$ cat config.mk
export PLATFORM = sky130hd
export DESIGN_NAME = param_deserializer
export DESIGN_NICKNAME = d
export VERILOG_FILES = /design/src/rtl/param_deserializer.sv
export SDC_FILE = /design/constraint.sdc
export NUM_CORES = 1
export LEC_CHECK = 0
export ABC_AREA = 1
export BUFFER_PORTS_ARGS = -buffer_cell sky130_fd_sc_hd__buf_2
export CAP_MARGIN = 0
export CORE_MARGIN = 1.5
export CORE_UTILIZATION = 60
export DETAILED_ROUTE_END_ITERATION = 10
export HOLD_SLACK_MARGIN = 0.06
export PLACE_DENSITY = 0.82
export SETUP_SLACK_MARGIN = 0.3
export SKIP_LAST_GASP = 1
export SYNTH_ARGS = -nofsm -noshare
export SYNTH_HDL_FRONTEND = slang
export SYNTH_SLANG_ARGS = --single-unit
$ cat constraint.sdc
create_clock -name clk_i -period 4.4 [get_ports clk_i]
set_input_delay 0.66 -clock clk_i [delete_from_list [all_inputs] [get_ports clk_i]]
set_output_delay 0.66 -clock clk_i [all_outputs]
set_load 0.02 [all_outputs]
$ cat src/rtl/param_deserializer.sv
// Serial-to-parallel deserializer with per-frame length, flush of partial
// frames, and selectable bit order. Output word and length are registered.
module param_deserializer #(
  parameter int unsigned DATA_W    = 16,
  parameter int unsigned MSB_FIRST = 1,
  localparam int unsigned CNT_W    = $clog2(DATA_W + 1)
) (
  input  logic              clk_i,
  input  logic              srst_i,
  input  logic              data_i,
  input  logic              data_val_i,
  input  logic [CNT_W-1:0]  len_i,
  input  logic              flush_i,
  output logic [DATA_W-1:0] deser_data_o,
  output logic [CNT_W-1:0]  deser_len_o,
  output logic              deser_data_val_o
);

  typedef enum logic {IDLE, COLLECT} state_t;

  localparam logic [CNT_W-1:0] FULL = CNT_W'(DATA_W);
  localparam logic [CNT_W-1:0] ONE  = CNT_W'(1);

  state_t            state, state_n;
  logic [DATA_W-1:0] shreg, shreg_n;
  logic [CNT_W-1:0]  cnt, cnt_n, cnt_inc;
  logic [CNT_W-1:0]  eff_len, eff_n, eff_in;
  logic [CNT_W-1:0]  bit_idx;
  int unsigned       bit_pos;
  logic              take, emit;

  always_comb begin
    eff_in  = (len_i == '0 || len_i > FULL) ? FULL : len_i;
    cnt_inc = (cnt >= FULL) ? FULL : cnt + ONE;
  end

  always_ff @(posedge clk_i or posedge srst_i) begin
    if (srst_i) state <= IDLE;
    else        state <= state_n;
  end

  always_comb begin
    state_n = state;
    unique case (state)
      IDLE:    if (data_val_i && !emit) state_n = COLLECT;
      COLLECT: if (emit) state_n = IDLE;
      default: state_n = IDLE;
    endcase
  end

  // The first bit of a frame clears the word, so unfilled positions read 0
  // and a flush arriving with that bit has no effect.
  always_comb begin
    shreg_n = shreg;
    cnt_n   = cnt;
    eff_n   = eff_len;
    bit_idx = cnt;
    take    = 1'b0;
    emit    = 1'b0;
    unique case (state)
      IDLE: begin
        if (data_val_i) begin
          shreg_n = '0;
          eff_n   = eff_in;
          bit_idx = '0;
          take    = 1'b1;
          cnt_n   = ONE;
          emit    = (eff_in == ONE);
        end
      end
      COLLECT: begin
        if (data_val_i) begin
          take  = 1'b1;
          cnt_n = cnt_inc;
        end
        emit = flush_i || (data_val_i && cnt_inc >= eff_len);
      end
      default: ;
    endcase
    bit_pos = (MSB_FIRST != 0) ? (DATA_W - 1 - 32'(bit_idx)) : 32'(bit_idx);
    if (take) begin
      for (int unsigned i = 0; i < DATA_W; i++) begin
        if (i == bit_pos) shreg_n[i] = data_i;
      end
    end
  end

  always_ff @(posedge clk_i or posedge srst_i) begin
    if (srst_i) begin
      shreg            <= '0;
      cnt              <= '0;
      eff_len          <= FULL;
      deser_data_o     <= '0;
      deser_len_o      <= '0;
      deser_data_val_o <= 1'b0;
    end else begin
      shreg            <= shreg_n;
      eff_len          <= eff_n;
      deser_data_val_o <= emit;
      if (emit) begin
        cnt          <= '0;
        deser_data_o <= shreg_n;
        deser_len_o  <= cnt_n;
      end else begin
        cnt <= cnt_n;
      end
    end
  end

endmodule

==> qor.yml <==
io_buffers: 31
wire_per_inst_um: 12.3
setup_tns_ps: 0
synth_fp_nets: 347
initial_utilization: 0.630
period_share: 0.540
endpoint_kind: "flop"
timing.final.hold_violations: 0
critPathKind: "flop to flop"
clk_latency_ps: 310
power.share.sequential: 0.419
nNetsFinal: 374
dr_total_vias: 2112
grt_antenna_before_repair: 0
avgSynthCellArea_um2: 7.71
max_stage_delay_ps: 520
cts_tree: "done"
rsz0062_at_grt: "false"
cts_buffers: 5
synth_top_flop_cell: "dfrtp_1"
cts-root-buf: "clkbuf_8"
crit_slowest_cell: "dfrtp_1"
io_pins: 32
rows: 23
leakage_nw: 1.59
grt_usage: 0.234
skew_ps: 8.37
die_area_um2: 4630
synth.cell_area_um2: 2540
overflow: 0
p_int_w: 0.000823
holdBufCountCts: 0
p_switching_w: 0.000601
wirelength_um: 5000
worstPathCellList: "inv_1 > ha_1 > nand2_1 > inv_1 > ha_1 > nand2_1 > inv_1 > nand2_1 > nand2_1 > nand2_1 > nand2_1 > nand2_1 > nand2_2 > nand2_1 > nand2_1"
drv_slew: 0
setup_viol: 0
synth_area_leaders: "dfrtp_1 (47%), nand2_1 (16%), nand3_1 (9.1%), inv_1 (5.8%), nor2_1 (4.0%)"
p_sw_frac: 0.422
drt_drc_violations_left: 0
drive_gt1_frac: 0.165
use_met2: 0.407
die_y_um: 68.0
multi_input_area_um2: 1080
fmax_mhz: 421
clkTransAtPathRegs_ps: 100
maxCapViolCount: 0
grt-busiest-layer: "met2"
synthToLayoutAreaGrowth_pct: 9.97
async_flop_share: 1.00
seq_area_um2: 1230
drtAntennaViolNets: 0
clkPwrFrac: 0.191
synth_edf_count: 0
fillers: 354
ys_ff_latch: 49
yosys.cell_count.top_type: "nand2_1"
drt-initial-drc-count: 141
ctsResizeCount: 0
cp-start-kind: "flop"
r2r_cells: 15
fin_crit_ps: 2380
synth.top_cells.by_count: "nand2_1 (109), dfrtp_1 (48), nand3_1 (46), inv_1 (39), nor2_1 (27)"
grt_pass1_wl_um: 8190
status: "completed"
diodes: 0
use_met3: 0.0444
required_ps: 4600
worst_pin_slew_ps: 1010
peakVddDrop_mv: 0.311
grt_max_degree: 50
postCtsSetupBuffers: 0
whs_path_depth: 2
htreeDepth: 2
yosysTopAreaCell: "dfrtp_1"
clk_path_buf_depth: 2
grt_pass1_vias: 1911
place_congestion: 0.862
critPathMostFrequentCell: "nand2_1"
relSlewSlack: 0.329
combPwrFrac: 0.390
yosysWarnings: 0
avgViaCountPerCell: 5.19
use_met1: 0.301
power.total_w: 0.00142
synth_top_area_share: 0.474
syn-instance-count: 329
hp-class: "flop to flop"
synth.distinct_cells: 30
path_max_fanout: 26
core-area_um2: 4030
dp_hpwl_um: 3360
cp_data_arrival_time_ps: 2570
ys_seq_area_frac: 0.484
clock_sinks: 49
dr.pass1.iters: 4
power_density_nw_per_um2: 511
die-width_um: 68.0
[placed cells by master (no fill, tap or decap), drive strengths merged]
| cell type | synthesis | final |
|---|---|---|
| a21oi | 2 | 2 |
| clkinv | 0 | 1 |
| ha | 8 | 8 |
| o21ai | 8 | 8 |
| nor2 | 33 | 33 |
| dfrtp | 48 | 48 |
| clkinvlp | 0 | 1 |
| a21boi | 2 | 2 |
| nand4 | 2 | 2 |
| nand3 | 47 | 47 |
| nor3 | 1 | 1 |
| dfstp | 1 | 1 |
| buf | 10 | 34 |
| clkbuf | 4 | 5 |
| o22ai | 2 | 2 |
| nand2 | 113 | 113 |
| o21bai | 5 | 5 |
| and3 | 1 | 1 |
| o31ai | 1 | 1 |
| inv | 41 | 42 |
[power by group through the flow]
stage / clock network (W) / registers, W / logic (W)
6_report: 0.000273 / 0.000596 / 0.000555
2_1_floorplan: 0 / 0.000625 / 0.000408
5_1_grt: 0.000291 / 0.000608 / 0.000631
3_3_place_gp: 0 / 0.000603 / 0.000536
3_5_place_dp: 0 / 0.000605 / 0.000554
4_1_cts: 0.000280 / 0.000596 / 0.000558
[state kept, by name (all words and copies together), names as in the netlist]
register          flops
eff_len               5
deser_data_o         16
cnt                   5
state                 1
deser_len_o           5
deser_data_val_o      1
shreg                16
[worst paths after layout]
path                             from          endpoint  slack, ps
max                            cnt[0]    deser_len_o[4]       2020
min                        eff_len[4]        eff_len[4]        500
max reg2reg                    cnt[0]    deser_len_o[4]       2020
min reg2reg                eff_len[4]        eff_len[4]        500
max in group asynchronous      srst_i            cnt[3]       3190
min in group asynchronous      srst_i  deser_data_o[10]        590
[cell families (layout without fill, tap and decap cells)]
group                      Yosys count  count (layout)  share of synthesized area
buffers and inverters               55              83                     0.0913
adders and majority gates            8               8                     0.0395
DFF                                 49              49                      0.484
and+or+nand+nor                    197             197                      0.334
AOI/OAI and AO/OA                   20              20                     0.0513
[worst max-delay path, delay by kind of cell (launching register included)]
| kind | cells | cell delay, ps |
|---|---|---|
| flops | 1 | 520 |
| simple gates | 10 | 980 |
| fa+ha+maj | 2 | 560 |
| buf+inv | 3 | 190 |
[layer usage]
layer / routed length [um] / up-vias
li1: - / 1075
met1: 2380 / 980
met2: 2370 / 53
met3: 222 / 4
met4: 35 / 0
met5: 0 / -
[final cells by class]
cell class                 instances  area share
sequential                        49       0.440
tap                               50      0.0224
clock inverter                     3     0.00763
clock buffer                       5      0.0247
timing repair buffer              34      0.0637
multi-input combinational        225       0.386
inverter                          41      0.0552
[stage by stage]
step,util,worst slack (ps),instances,hold WS (ps),instance area [um2]
after CTS,0.692,2030,407,502,2790
after floorplan,-,2320,329,458,2540
after global routing,0.692,1830,407,539,2790
after detailed placement,0.670,1760,399,487,2700
final,0.692,2020,407,497,2790
after global placement,0.670,1850,399,484,2700
(Power assumes the default switching activity.)
